<file path="config.mk">
export PLATFORM = sky130hd
export DESIGN_NAME = mux_sel_arbiter_flat
export DESIGN_NICKNAME = d
export VERILOG_FILES = /design/src/rtl/mux_sel_arbiter_pkg.sv /design/src/rtl/mux_sel_arbiter_if.sv /design/src/rtl/mux_sel_arbiter_rr_pick.sv /design/src/rtl/mux_sel_arbiter.sv /design/src/flat_wrapper.sv
export SDC_FILE = /design/constraint.sdc
export NUM_CORES = 1
export LEC_CHECK = 0
export BUFFER_PORTS_ARGS = -buffer_cell sky130_fd_sc_hd__buf_2
export CAP_MARGIN = 20
export CORE_MARGIN = 2
export CORE_UTILIZATION = 54
export DETAILED_ROUTE_END_ITERATION = 8
export GPL_TIMING_DRIVEN = 0
export PLACE_DENSITY = 0.79
export SLEW_MARGIN = 10
export SYNTH_ARGS = -nofsm -noshare
export SYNTH_HDL_FRONTEND = slang
export SYNTH_HIERARCHICAL = 1
export SYNTH_SLANG_ARGS = --single-unit
</file>
<file path="constraint.sdc">
create_clock -name clk -period 3.98 [get_ports clk]
set_clock_uncertainty 0.1 [all_clocks]
set_input_delay 0.199 -clock clk [delete_from_list [all_inputs] [get_ports clk]]
set_output_delay 0.199 -clock clk [all_outputs]
set_load 0.01 [all_outputs]
</file>
<file path="src/rtl/mux_sel_arbiter_pkg.sv">
// Purpose: shared state encoding and width helper for the mux select arbiter.
// Latency: n/a (types and constant functions only).
// Backpressure: n/a.
// Contents: state_e (IDLE/GRANT/GAP, 2-bit), clog2() for select and hold counter widths.
package mux_sel_arbiter_pkg;

  typedef enum logic [1:0] {
    ST_IDLE  = 2'd0,
    ST_GRANT = 2'd1,
    ST_GAP   = 2'd2
  } state_e;

  // Ceiling log2, usable in parameter expressions.
  function automatic int clog2(input int value);
    int r;
    r = 0;
    while ((1 << r) < value) begin
      r++;
    end
    return r;
  endfunction

endpackage

</file>
<file path="src/rtl/mux_sel_arbiter_if.sv">
// Purpose: request/grant bundle between requesters and the mux select arbiter.
// Latency: n/a (wires only).
// Backpressure: req is a level held until granted; done is a one-cycle release pulse.
// Ports: req/done (requester -> arbiter), gnt/sel/sel_valid/busy (arbiter -> requesters, mux).
interface mux_sel_arbiter_if #(
  parameter int N_REQ = 4,
  parameter int SEL_W = mux_sel_arbiter_pkg::clog2(N_REQ)
);

  logic [N_REQ-1:0] req;
  logic [N_REQ-1:0] done;
  logic [N_REQ-1:0] gnt;
  logic [SEL_W-1:0] sel;
  logic             sel_valid;
  logic             busy;

  // Requester side.
  modport master (
    output req,
    output done,
    input  gnt,
    input  sel,
    input  sel_valid,
    input  busy
  );

  // Arbiter side.
  modport slave (
    input  req,
    input  done,
    output gnt,
    output sel,
    output sel_valid,
    output busy
  );

endinterface

</file>
<file path="src/rtl/mux_sel_arbiter_rr_pick.sv">
// Purpose: round-robin pick, first set bit of req scanning upward from ptr with wrap.
// Latency: combinational.
// Backpressure: none; any=0 means no requester is asking.
// Ports: req (request levels), ptr (scan start) -> pick (index), any (|req).
module rr_pick
  import mux_sel_arbiter_pkg::*;
#(
  parameter int N_REQ = 4,
  parameter int SEL_W = clog2(N_REQ)
) (
  input  logic [N_REQ-1:0] req,
  input  logic [SEL_W-1:0] ptr,
  output logic [SEL_W-1:0] pick,
  output logic             any
);

  logic [SEL_W-1:0] idx;

  // Scan from the farthest offset down to offset 0 so the last hit,
  // i.e. the closest requester at or after ptr, wins. N_REQ is a power
  // of two, so the SEL_W-bit add wraps modulo N_REQ by itself.
  always_comb begin
    pick = '0;
    any  = 1'b0;
    idx  = '0;
    for (int i = N_REQ - 1; i >= 0; i--) begin
      idx = ptr + SEL_W'(i);
      if (req[idx]) begin
        pick = idx;
        any  = 1'b1;
      end
    end
  end

endmodule

</file>
<file path="src/rtl/mux_sel_arbiter.sv">
// Purpose: round-robin owner of a shared select mux; drives sel and a one-hot grant.
// Latency: req in IDLE -> gnt/sel after 1 edge; release -> 1 dead (GAP) cycle -> next grant.
// Backpressure: owner keeps gnt until done/req drop, or MAX_HOLD cycles while others wait.
// Ports: clk, rst_n (async, active-low), bus (slave: req, done in; gnt, sel, sel_valid, busy out).
module mux_sel_arbiter
  import mux_sel_arbiter_pkg::*;
#(
  parameter int N_REQ    = 4,
  parameter int MAX_HOLD = 8,
  // Derived from N_REQ; leave at its default.
  parameter int SEL_W    = clog2(N_REQ)
) (
  input  logic             clk,
  input  logic             rst_n,
  mux_sel_arbiter_if.slave bus
);

  localparam int                HOLD_W   = clog2(MAX_HOLD + 1);
  localparam logic [HOLD_W-1:0] HOLD_MAX = HOLD_W'(MAX_HOLD);

  state_e             state_q, state_d;
  logic [SEL_W-1:0]   owner_q, owner_d;
  logic [SEL_W-1:0]   ptr_q, ptr_d;
  logic [HOLD_W-1:0]  hold_cnt_q, hold_cnt_d;
  logic [N_REQ-1:0]   gnt_q, gnt_d;
  logic [SEL_W-1:0]   sel_q, sel_d;

  logic [SEL_W-1:0]   pick;
  logic               any_req;
  logic               owner_done;
  logic               owner_req;
  logic               others_req;
  logic               hold_expired;
  logic               release_now;

  rr_pick #(
    .N_REQ (N_REQ),
    .SEL_W (SEL_W)
  ) u_rr_pick (
    .req  (bus.req),
    .ptr  (ptr_q),
    .pick (pick),
    .any  (any_req)
  );

  // gnt_q is the owner's one-hot mask while in GRANT, so masking with it
  // isolates the owner's done/req bits and everyone else's requests.
  // Any combination of the three causes collapses into one release.
  assign owner_done   = |(bus.done & gnt_q);
  assign owner_req    = |(bus.req & gnt_q);
  assign others_req   = |(bus.req & ~gnt_q);
  assign hold_expired = (hold_cnt_q == HOLD_MAX) && others_req;
  assign release_now  = owner_done || !owner_req || hold_expired;

  always_comb begin
    state_d    = state_q;
    owner_d    = owner_q;
    ptr_d      = ptr_q;
    hold_cnt_d = hold_cnt_q;
    gnt_d      = gnt_q;
    sel_d      = sel_q;

    case (state_q)
      // IDLE and GAP both start a new grant from the current ptr; GAP
      // already carries the rotated ptr written on release.
      ST_IDLE, ST_GAP: begin
        if (any_req) begin
          state_d     = ST_GRANT;
          owner_d     = pick;
          sel_d       = pick;
          gnt_d       = '0;
          gnt_d[pick] = 1'b1;
          hold_cnt_d  = HOLD_W'(1);
        end else begin
          state_d = ST_IDLE;
        end
      end

      ST_GRANT: begin
        if (release_now) begin
          state_d = ST_GAP;
          gnt_d   = '0;
          // Rotate past the owner regardless of who else is waiting.
          ptr_d   = owner_q + SEL_W'(1);
        end else if (hold_cnt_q != HOLD_MAX) begin
          hold_cnt_d = hold_cnt_q + HOLD_W'(1);
        end
      end

      default: begin
        state_d = ST_IDLE;
        gnt_d   = '0;
      end
    endcase
  end

  always_ff @(posedge clk or negedge rst_n) begin
    if (!rst_n) begin
      state_q    <= ST_IDLE;
      owner_q    <= '0;
      ptr_q      <= '0;
      hold_cnt_q <= '0;
      gnt_q      <= '0;
      sel_q      <= '0;
    end else begin
      state_q    <= state_d;
      owner_q    <= owner_d;
      ptr_q      <= ptr_d;
      hold_cnt_q <= hold_cnt_d;
      gnt_q      <= gnt_d;
      sel_q      <= sel_d;
    end
  end

  // sel holds the last owner through GAP/IDLE; only sel_valid drops.
  assign bus.gnt       = gnt_q;
  assign bus.sel       = sel_q;
  assign bus.sel_valid = |gnt_q;
  assign bus.busy      = (state_q != ST_IDLE);

endmodule
</file>
<file path="src/flat_wrapper.sv">
// flat-port wrapper written by rule: the top's interface ports become plain ports
module mux_sel_arbiter_flat import mux_sel_arbiter_pkg::*;
#(
  parameter int N_REQ    = 4,
  parameter int MAX_HOLD = 8,
                                              
  parameter int SEL_W    = clog2(N_REQ)
)
  (clk, rst_n, bus_req, bus_done, bus_gnt, bus_sel, bus_sel_valid, bus_busy);
  mux_sel_arbiter_if #(.N_REQ(N_REQ), .SEL_W(SEL_W)) bus_i ();
  input  logic clk;
  input  logic rst_n;
  input wire logic [$bits(bus_i.req)-1:0] bus_req;
  input wire logic [$bits(bus_i.done)-1:0] bus_done;
  output wire logic [$bits(bus_i.gnt)-1:0] bus_gnt;
  output wire logic [$bits(bus_i.sel)-1:0] bus_sel;
  output wire logic [$bits(bus_i.sel_valid)-1:0] bus_sel_valid;
  output wire logic [$bits(bus_i.busy)-1:0] bus_busy;
  assign bus_i.req = bus_req;
  assign bus_i.done = bus_done;
  assign bus_gnt = bus_i.gnt;
  assign bus_sel = bus_i.sel;
  assign bus_sel_valid = bus_i.sel_valid;
  assign bus_busy = bus_i.busy;
  mux_sel_arbiter #(.N_REQ(N_REQ), .MAX_HOLD(MAX_HOLD), .SEL_W(SEL_W)) u_core (.clk(clk), .rst_n(rst_n), .bus(bus_i));
endmodule
</file>
After elaboration in Yosys (flattened, before gate mapping)
Cells that the tools add are included.
Storage, ports and cells
  input bits: 10
  word-level logic and storage cells: 73
  ROM bits: 0
  bits in writable memories: 0
  memories kept: 0
  latch bits: 0
  register bits: 14
Cells by class
  bitwise operators: 4
  multiply operators: 0
  equal/unequal tests: 8
  $lt $le $gt $ge: 6
  divide/modulo/power cells: 0
  add/sub/neg operators: 5
  shifts and indexed selects: 0
  muxes and demuxes: 28
  reductions and logical operators: 17
Operators by type and width (number)
  $mux W4: 5
  $pmux W4 S2: 2
  $reduce_or A4 Y1: 4
  $lt A2 B3 Y1 const B: 5
  $and A4 B4 Y4: 3
  $mux W1: 10
  $mux W2: 5
  $bmux W1 S2: 4
  $ne A2 B1 Y1 const B: 3
  $reduce_and A2 Y1: 3
  $add A2 B1 Y2 const B: 2
  $add A2 B2 Y2 const B: 2
  $add A4 B1 Y4 const B: 1
  $eq A4 B4 Y1 const B: 1
  $ne A4 B4 Y1 const B: 1
  $not A4 Y4: 1
  $pmux W2 S2: 1
  $reduce_and A4 Y1: 1
  $reduce_bool A2 Y1: 2
  $demux W1 S2: 1
  $eq A2 B1 Y1 const B: 1
  $eq A2 B2 Y1 const B: 1
  $ge A2 B1 Y1 const B: 1
  $logic_and A1 B1 Y1: 2
  other kinds (5): 6

Depth between registers and ports, before layout
Gate-level depths: netlist of the first run.
  depth after elaboration: 13
  mapped depth: 7
  gate-level depth less buffers: 7

Cells and area by module
Netlist of the first run, hierarchy kept.
Modules (own cells, without submodules)
  mux_sel_arbiter: area each 798.3 um2, cells an instance 75, times used 1
  rr_pick: area each 77.6 um2, cells an instance 13, times used 1

Worst setup path after synthesis of the first run
OpenSTA, ideal clock, no wires.
  path type: flip-flop to flip-flop
  start point: reg u_core.gnt_q[0], in the netlist u_core/bus.gnt[0]
  end point: reg u_core.hold_cnt_q[1]
  clock period less this slack: 1878 ps
  slack: 2102 ps
  arrival: 1657 ps
  data required time: 3759 ps
  stages on the path, launching flop included: 6
  buffers on the path: 0
  path through: dfrtp_1 and2b_1 o41a_1 o311a_4 nand2b_4 a22o_1
Between the ends
  longest elaborated chain between the ends: 7
  elaborated cells on any way between the ends: 13
  those cells by class: eq/ne (1); bitwise (4); reduce/logical (8)
RTL lines
  from (decl): line mux_sel_arbiter.sv:25  | logic [N_REQ-1:0] gnt_q, gnt_d;
  from (signal assigned): line mux_sel_arbiter.sv:110  | gnt_q <= gnt_d;
  $and A4 B4 Y4 or $not A4 Y4 (tied branches): line mux_sel_arbiter.sv:50, mux_sel_arbiter.sv:51
  $reduce_or A4 Y1 or $and A4 B4 Y4 (tied branches): line mux_sel_arbiter.sv:50, mux_sel_arbiter.sv:51
  $logic_not A1 Y1 or $reduce_or A4 Y1 (tied branches): line mux_sel_arbiter.sv:53, mux_sel_arbiter.sv:51
  $logic_or A1 B1 Y1 or $logic_and A1 B1 Y1 (tied branches): line mux_sel_arbiter.sv:53, mux_sel_arbiter.sv:52
  $logic_or A1 B1 Y1 (*): line mux_sel_arbiter.sv:53  | assign release_now = owner_done || !owner_req || hold_expired;
  $ne A2 B2 Y1 (no line) (*)
  $reduce_and A4 Y1 (no line) (*)
  to (signal assigned): line mux_sel_arbiter.sv:109  | hold_cnt_q <= hold_cnt_d;
  to (decl): line mux_sel_arbiter.sv:24  | logic [HOLD_W-1:0] hold_cnt_q, hold_cnt_d;
Mark *: on every way between the ends. The rest lies on a longest branch, timed or not.
A chain may end at the register's enable or synchronous reset.

Worst setup path in the final report of the first run
  start point: reg u_core.gnt_q[0], in the netlist u_core/bus.gnt[0]
  end point: reg u_core.hold_cnt_q[2]
The elaborated chain is that of the path after synthesis.

==> results of run 1 <==
[sequential cells by signal (all words and copies together), names as in the netlist]
signal and count:
u_core/ptr_q 2, u_core/bus.gnt 4, u_core/bus.sel 2, u_core/hold_cnt_q 4
u_core/state_q 2
[cells by family after synthesis]
group / synth area share (%)
AO/OA/AOI/OAI: 20.0
XOR/XNOR: 2.00
adder cells (fa/ha/maj): 2.86
buffers and inverters: 2.57
flip-flops: 40.0
multiplexers: 9.43
AND/OR/NAND/NOR: 23.1
[routing by layer]
metal | vias up | part of all wire (%) | global-route usage, %
met2 | 25 | 47 | 31.2
met1 | 334 | 46 | 26.8
li1 | 358 | - | -
met4 | 0 | 1.0 | 12.7
met3 | 2 | 5.5 | 3.67
met5 | - | 0 | 0
[placed cells by master (no fill, tap or decap), drive strengths merged]
| cell | n |
|---|---|
| a211oi | 2 |
| a21oi | 4 |
| a221oi | 1 |
| a22o | 2 |
| a22oi | 2 |
| a31o | 1 |
| a31oi | 1 |
| and2b | 2 |
| and3b | 1 |
| buf | 17 |
| clkbuf | 4 |
| dfrtp | 14 |
| dlygate4sd3 | 1 |
| ha | 2 |
| inv | 5 |
| mux2 | 2 |
| mux2i | 6 |
| nand2 | 9 |
| nand2b | 4 |
| nand3 | 1 |
| nor2 | 6 |
| nor2b | 6 |
| nor3 | 1 |
| nor3b | 1 |
| nor4 | 1 |
| o21ai | 5 |
| o22ai | 1 |
| o311a | 1 |
| o41a | 1 |
| o41ai | 1 |
| or2 | 1 |
| or4 | 1 |
| xnor2 | 2 |
[through the flow]
stage	cells	utilization, %	hold WS (ns)	area, µm²	total power, mW
5_1_grt	125	67.3	0.272	1010	0.764
3_5_place_dp	121	65.1	0.0103	981	0.632
4_1_cts	125	67.3	0.243	1010	0.712
2_1_floorplan	88	-	-0.197	876	0.526
6_report	125	67.3	0.243	1010	0.705
3_3_place_gp	121	65.1	0.00630	981	0.620
[final timing paths]
check / to / slack, ns / cells past startpoint
hold / removal: u_core/hold_cnt_q[2] / 0.24 / 2
max in group asynchronous: u_core/ptr_q[0] / 3.30 / 2
setup reg to reg: u_core/hold_cnt_q[2] / 2.00 / 5
setup / recovery: u_core/hold_cnt_q[2] / 2.00 / 5
hold reg to reg: u_core/ptr_q[0] / 0.43 / 1
min in group clk: u_core/state_q[0] / 0.31 / 4
[where the power goes]
| part | internal (mW) | switching (mW) |
|---|---|---|
| sequential | 0.198 | 0.0727 |
| combinational | 0.175 | 0.184 |
| clock | 0.0350 | 0.0405 |
| total | 0.408 | 0.297 |
[worst max-delay path, stage by stage (launching register included)]
cell and delay [ns]:
dfrtp_1 0.45, and2b_1 0.21, o41a_1 0.39, nor4_4 0.40
a21oi_1 0.13, a31o_1 0.19
[cell type report]
cell class	instances	area [µm²]
Buffer	1	3.75
Clock buffer	3	22.5
Fill cell	131	493
Inverter	5	18.8
Multi-Input combinational cell	68	503
Sequential cell	14	350
Tap cell	16	20.0
Timing Repair Buffer	18	95.1
==> impl_metrics.py, run 1 <==
metrics = {
    "floorplanning": {
        "die_w_um": 44.3,
        "coreArea_mm2": 0.00151,
        "start_util_pct": 58.1,
        "die_area_mm2": 0.00196,
        "die_h_um": 44.3,
        "pin_count": 18,
        "row_count": 14,
    },
    "sta": {
        "fin_crit_sh_pct": 49.7,
        "slew_headroom_pct": 66.8,
        "fin_crit_ns": 1.98,
        "slew_violations": 0,
        "fmax_ghz": 0.506,
        "rsz0062_at_grt": "no",
        "hold_violations": 0,
        "final.setup.worst_slack_ns": 2.00,
        "finalSetupTns_ns": 0,
        "tightest_slew_ns": 0.499,
        "setup_violations": 0,
    },
    "clock_network": {
        "root_buffer": "clkbuf_4",
        "cts_tree": "built",
        "clk_latency_ns": 0.27,
        "cts_resized": 0,
        "cts_buffers": 3,
        "cts_max_level": 1,
        "cts.hold.buffers_added": 1,
        "cts.sinks": 14,
        "post_cts_buffers": 0,
        "clk_pin_slew_ns": 0.08,
        "clk_path_buf_depth": 2,
    },
    "flow_run": {
        "drv_cap": 0,
    },
    "critical_path": {
        "worstPathArrival_ns": 2.04,
        "crit_fanout": 7,
        "crit_type": "reg2reg",
        "worst_setup_path_start_kind": "flop",
        "crit_required_ns": 4.05,
        "end_kind": "flop",
        "critPathLaunch": "u_core/bus.gnt[0]",
        "r2r-start": "u_core/bus.gnt[0]",
    },
    "final_layout": {
        "nNetsFinal": 123,
        "synthToLayoutAreaGrowth_pct": 15.7,
        "diodes": 0,
        "drive_above_1_share_pct": 25.7,
    },
    "synthesis": {
        "syn-instance-count": 88,
        "synth-warning-count": 6,
        "synth.avg_cell_area_um2": 9.95,
        "synthTopCellsByCount": "dfrtp_1 (14), nand2_1 (9), mux2i_1 (6), nor2_1 (6), nor2b_1 (6)",
        "syn_area_um2": 876,
        "ys_types": 33,
        "synth_nets": 100,
        "async_reset_ff_share_pct": 100,
        "yosysMostFrequentCell": "dfrtp_1",
        "ys_seq_area_share_pct": 40.0,
        "synth_flop_cell": "dfrtp_1",
        "yosysTopAreaCell": "dfrtp_1",
        "ys_ff_latch": 14,
        "synth_area_leaders": "dfrtp_1 (40%), mux2i_1 (6.9%), nor2b_1 (4.3%)",
        "synth_edf_count": 0,
        "synth_top_area_share_pct": 40.0,
    },
    "placed_design": {
        "place.gp.congestion": 0.778,
        "dp_hpwl_mm": 1.29,
        "port_buffers": 17,
        "dp_slack_ns": 2.02,
    },
    "routing": {
        "dr.pass1.iters": 4,
        "route.vias.total": 719,
        "viasPerCell": 5.75,
        "wire_per_inst_um": 13.7,
        "drt-initial-drc-count": 18,
        "wl_mm": 1.71,
        "postRouteAntennaNets": 0,
        "drc": 0,
    },
    "global_routing": {
        "grt_use_total_pct": 20.4,
        "grt-ovfl-total": 0,
        "grt_pass1_wl_mm": 2.86,
        "antenna_found_initial": 0,
        "first_global_vias": 635,
        "grt_max_degree": 15,
    },
    "pwr": {
        "power.density_mw_per_mm2": 696,
        "leakage_nw": 0.478,
        "max-vdd-ir-drop_v": 0.000434,
    },
    "hold_path": {
        "holdCritPathClass": "in2async",
    },
    "outcome": {
        "outcome": "finished, final reports clean",
    },
}
No activity file was read; power rests on OpenSTA's default activity.
==> run 2: changes to the inputs <==
CORE_ASPECT_RATIO = 0.75   (was unset)
CORE_UTILIZATION = 47   (was 54)
PLACE_DENSITY = 0.73   (was 0.79)
clock period = 1.6 ns   (was 3.98 ns; I/O delays follow)
==> run 2 against run 1 <==
The run now ends with setup timing left; first-iteration DRC count decreased by 5.6%; sequential share of layout area fell by 6.8 points; combinational power increased to 4.0 times the previous value; routed wire length rose by 27%; flip-flop and latch count unchanged; die area up 14%; sequential power rose to 2.5 times the previous value; register-to-register slack got worse by 2.2 ns; count of clock-buffer cells in the layout is 1 higher; core utilization is 6.3 points higher; global-route usage increased by 0.45 points; largest cell class unchanged.
==> impl_metrics.py, run 2 (same netlist as run 1, synthesis figures left out) <==
metrics = {
    "routing": {
        "dr.pass1.iters": 4,
        "route.vias.total": 847,
        "wire_per_inst_um": 14.3,
        "postRouteAntennaNets": 0,
        "wl_met3_um": 137,
        "wl_mm": 2.18,
        "wl_met1_um": 963,
        "route.met2.wl_mm": 1.06,
        "drt-initial-drc-count": 17,
        "top_layer": "met4",
        "drc": 0,
        "viasPerCell": 5.57,
    },
    "clock_network": {
        "clk_pin_slew_ns": 0.08,
        "root_buffer": "clkbuf_4",
        "cts_tree": "built",
        "cts.sinks": 14,
        "cts_max_level": 1,
        "cts_buffers": 3,
        "clk_latency_ns": 0.28,
        "clk_path_buf_depth": 2,
    },
    "final_layout": {
        "fillers": 128,
        "nNetsFinal": 143,
        "drive_above_1_share_pct": 50.0,
        "final_cell_mix": "buf_2 (17), buf_4 (14), dfrtp_1 (10), nand2_1 (7)",
        "synthToLayoutAreaGrowth_pct": 46.3,
        "final_common_cell": "buf_2",
        "diodes": 0,
    },
    "hold_path": {
        "holdCritPathClass": "in2reg",
    },
    "critical_path": {
        "crit_fanout": 4,
        "worstPathArrival_ns": 1.90,
        "r2r_end": "u_core/hold_cnt_q[1]",
        "end_kind": "flop",
        "crit_required_ns": 1.68,
        "worst_setup_path_start_kind": "flop",
        "r2r_cells": 6,
        "critPathLaunch": "u_core/bus.gnt[2]",
        "crit_type": "reg2reg",
        "r2r-start": "u_core/bus.gnt[2]",
        "r2r_slack_ns": -0.23,
        "crit_end": "u_core/hold_cnt_q[1]",
    },
    "global_routing": {
        "grt_max_degree": 15,
        "grt_pass1_wl_mm": 3.08,
        "grt_use_total_pct": 20.9,
        "grt-ovfl-total": 0,
        "antenna_found_initial": 0,
        "first_global_vias": 668,
    },
    "sta": {
        "rsz0062_at_grt": "yes",
        "finalSetupTns_ns": -2.11,
        "slew_violations": 0,
        "tightest_slew_ns": 0.436,
        "final.setup.worst_slack_ns": -0.226,
        "hold_violations": 0,
        "fin_crit_sh_pct": 114,
        "setup_violations": 12,
        "fin_crit_ns": 1.83,
        "slew_headroom_pct": 70.6,
        "fmax_ghz": 0.548,
    },
    "outcome": {
        "violations": "setup timing",
        "outcome": "complete, but fails checks",
    },
    "placed_design": {
        "dp_hpwl_mm": 1.40,
        "place.gp.congestion": 0.804,
        "port_buffers": 17,
        "dp_slack_ns": -0.402,
    },
    "pwr": {
        "leakage_nw": 0.596,
        "fin_total_pwr_mw": 2.37,
        "power.density_mw_per_mm2": 1850,
        "max-vdd-ir-drop_v": 0.00126,
    },
    "floorplanning": {
        "coreArea_mm2": 0.00174,
        "die_h_um": 41.4,
        "die_area_mm2": 0.00223,
        "pin_count": 18,
        "row_count": 13,
        "start_util_pct": 50.3,
        "die_w_um": 53.8,
    },
    "flow_run": {
        "drv_cap": 0,
    },
}
run 2: cell count changes in the layout (fill, tap and decap cells not counted), sizes merged:
cell	previous run	this run
clkbuf	4	5
buf	17	37
run 2: how the worst min path moves through the flow:
stage	from	endpoint	slack (ns)	cells past startpoint
2_1_floorplan	rst_n	u_core/bus.gnt[0]	-0.32	0
3_3_place_gp	rst_n	u_core/bus.gnt[1]	-0.11	1
3_5_place_dp	rst_n	u_core/bus.gnt[1]	-0.11	1
4_1_cts	bus_done[2]	u_core/state_q[0]	0.11	4
5_1_grt	bus_done[2]	u_core/state_q[0]	0.09	4
6_report	bus_done[2]	u_core/state_q[0]	0.10	4
run 2: stage by stage:
| step | hold WS, ns | util [%] | instance area (µm²) | instances |
|---|---|---|---|---|
| 6_report | 0.104 | 73.6 | 1280 | 152 |
| 5_1_grt | 0.0947 | 73.6 | 1280 | 152 |
| 4_1_cts | 0.114 | 68.7 | 1200 | 146 |
| 3_5_place_dp | -0.107 | 57.0 | 992 | 127 |
| 3_3_place_gp | -0.109 | 57.0 | 992 | 127 |
| 2_1_floorplan | -0.316 | - | 880 | 88 |
run 2: where the power goes:
part	internal, mW	switching (mW)	total, mW
Clock	0.139	0.111	0.250
Combinational	0.772	0.670	1.44
Sequential	0.500	0.178	0.678
Total	1.41	0.959	2.37
run 2: routing by layer:
layer / global-route usage [%] / vias up
li1: - / 404
met1: 27.3 / 418
met2: 33.8 / 23
met3: 6.43 / 2
met4: 5.77 / 0
met5: 0 / -
run 2: area by class of cell:
class                           count  area [µm²]  share of cell area, %
Multi-Input combinational cell     68         572                   44.6
Sequential cell                    14         355                   27.7
Timing Repair Buffer               38         268                   20.9
Clock buffer                        4        36.3                   2.83
Tap cell                           22        27.5                   2.15
Inverter                            5        18.8                   1.46
Buffer                              1        3.75                  0.293
run 2: worst max-delay path, stage by stage (launching register included):
cell and delay, ns:
dfrtp_2 0.44, buf_4 0.14, a22oi_2 0.16, nand2_2 0.14, o311a_4 0.41, nand2b_4 0.14, a22o_1 0.18
run 2: timing repair:
item	CTS	global route
endpoints found under the setup margin	12	13
gates resized for setup	17	10
pin swaps	6	2
endpoints found under the hold margin	14	0
hold buffers	1	0
setup buffers	14	7
==> run 3: changes to the inputs <==
REMOVE_ABC_BUFFERS = 1   (was unset)
==> run 3 against run 2 <==
Clock power about the same; the flow still finishes with violations (setup timing); first-iteration DRC count decreased by 24%; routed wire length is essentially flat; largest power group unchanged; total power is 6.2% lower; hold slack improved by 0.0081 ns; maximum frequency fell by 5.7%; count of clock-buffer cells in the layout stayed put; critical path depth is 1 higher; combinational power down 9.7%; non-clock buffer count fell by 6.
==> impl_metrics.py, run 3 (same netlist as run 1, synthesis figures left out) <==
metrics = {
    "clock_network": {
        "cts.sinks": 14,
        "clk_latency_ns": 0.28,
        "clk_pin_slew_ns": 0.08,
        "cts_tree": "built",
        "cts_max_level": 1,
        "clk_path_buf_depth": 2,
        "root_buffer": "clkbuf_4",
        "cts_buffers": 3,
    },
    "final_layout": {
        "diodes": 0,
        "post-route-cell-area_mm2": 0.00122,
        "final_cells": 146,
        "nNetsFinal": 137,
        "drive_above_1_share_pct": 47.6,
        "final_common_cell": "buf_2",
        "synthToLayoutAreaGrowth_pct": 38.9,
        "utilization_pct": 69.9,
        "final_cell_mix": "buf_2 (17), buf_4 (14), dfrtp_1 (10)",
        "fillers": 134,
    },
    "critical_path": {
        "crit_slowest_cell": "o311a_4",
        "slowest_delay_ns": 0.41,
        "worstPathArrival_ns": 2.01,
        "crit_type": "reg2reg",
        "critPathLaunch": "u_core/hold_cnt_q[0]",
        "r2r_end": "u_core/hold_cnt_q[1]",
        "critical_path_buf_inv_count": 1,
        "r2r_cells": 7,
        "crit_fanout": 3,
        "r2r-start": "u_core/hold_cnt_q[0]",
        "crit_required_ns": 1.67,
        "critPathTopFamily": "compound AO/OA/AOI/OAI gates",
        "end_kind": "flop",
        "r2r_slack_ns": -0.34,
        "crit_cells": 7,
        "worst_setup_path_start_kind": "flop",
        "crit_chain": "inv_2 > ha_4 > and3b_2 > o41a_1 > o311a_4 > nand2b_4 > a22o_1",
    },
    "global_routing": {
        "first_global_vias": 731,
        "gr-usage-met3_pct": 8.57,
        "grt_most_used_layer": "met2",
        "grtUsageMet1_pct": 24.0,
        "grt_pass1_wl_mm": 3.23,
        "grt-ovfl-total": 0,
        "grt_max_degree": 15,
        "grt_use_total_pct": 21.7,
        "globalRouteMet2Util_pct": 38.7,
        "antenna_found_initial": 0,
    },
    "routing": {
        "wl_mm": 2.17,
        "dr.pass1.iters": 4,
        "route.vias.total": 804,
        "wire_per_inst_um": 14.9,
        "drt-initial-drc-count": 13,
        "postRouteAntennaNets": 0,
        "drc": 0,
        "viasPerCell": 5.51,
    },
    "outcome": {
        "outcome": "complete, but fails checks",
        "violations": "setup timing",
    },
    "sta": {
        "slew_headroom_pct": 71.7,
        "final.setup.worst_slack_ns": -0.336,
        "slew_violations": 0,
        "fin_crit_ns": 1.94,
        "fmax_ghz": 0.517,
        "tightest_slew_ns": 0.424,
        "finalSetupTns_ns": -2.64,
        "hold_violations": 0,
        "holdWs_ns": 0.112,
        "setup_violations": 12,
        "rsz0062_at_grt": "yes",
        "fin_crit_sh_pct": 121,
    },
    "floorplanning": {
        "pin_count": 18,
        "die_h_um": 41.4,
        "row_count": 13,
        "coreArea_mm2": 0.00174,
        "die_area_mm2": 0.00223,
        "die_w_um": 53.8,
        "start_util_pct": 50.3,
    },
    "placed_design": {
        "port_buffers": 17,
        "dp_hpwl_mm": 1.34,
        "placed_area_um2": 985,
        "place_inst": 126,
        "place.gp.congestion": 0.818,
    },
    "hold_path": {
        "holdCritPathClass": "in2async",
    },
    "flow_run": {
        "drv_cap": 0,
    },
    "pwr": {
        "leakage_nw": 0.565,
        "max-vdd-ir-drop_v": 0.00114,
        "power.density_mw_per_mm2": 1830,
    },
}
[run 3: stage by stage]
step / power (mW) / setup WS [ns]
3_3_place_gp: 1.54 / -0.362
4_1_cts: 2.07 / -0.276
3_5_place_dp: 1.58 / -0.389
5_1_grt: 2.38 / -0.369
2_1_floorplan: 1.31 / -0.278
6_report: 2.22 / -0.336
[run 3: what timing repair did]
item                                    4_1_cts  5_1_grt
hold endpoints to repair                     14        0
endpoints found under the setup margin       13       13
resized for setup                            18        7
pin swaps                                     6        3
hold buffers                                  1        0
buffers inserted                             12        3
[run 3: layout make-up]
cell class,count,area [µm²],area share [%]
Multi-Input combinational cell,68,567,46.6
Tap cell,22,27.5,2.26
Sequential cell,14,355,29.2
Timing Repair Buffer,33,211,17.4
Inverter,5,18.8,1.54
Clock buffer,4,36.3,2.98
[run 3: worst max path at each step]
| stage | slack [ns] | to |
|---|---|---|
| 2_1_floorplan | -0.28 | u_core/hold_cnt_q[1] |
| 3_3_place_gp | -0.36 | u_core/hold_cnt_q[2] |
| 3_5_place_dp | -0.39 | u_core/hold_cnt_q[2] |
| 4_1_cts | -0.28 | u_core/hold_cnt_q[1] |
| 5_1_grt | -0.37 | u_core/hold_cnt_q[1] |
| 6_report | -0.34 | u_core/hold_cnt_q[1] |
[run 3: per-layer routing]
| layer | up-vias | share of wire (%) |
|---|---|---|
| met2 | 24 | 52 |
| met3 | 2 | 5.2 |
| met4 | 0 | 0.69 |
| met1 | 388 | 42 |
| li1 | 390 | - |
| met5 | - | 0 |
[run 3: where the power goes]
part	switching, mW	internal, mW
Clock	0.114	0.139
Combinational	0.633	0.664
Sequential	0.173	0.499
Total	0.919	1.30
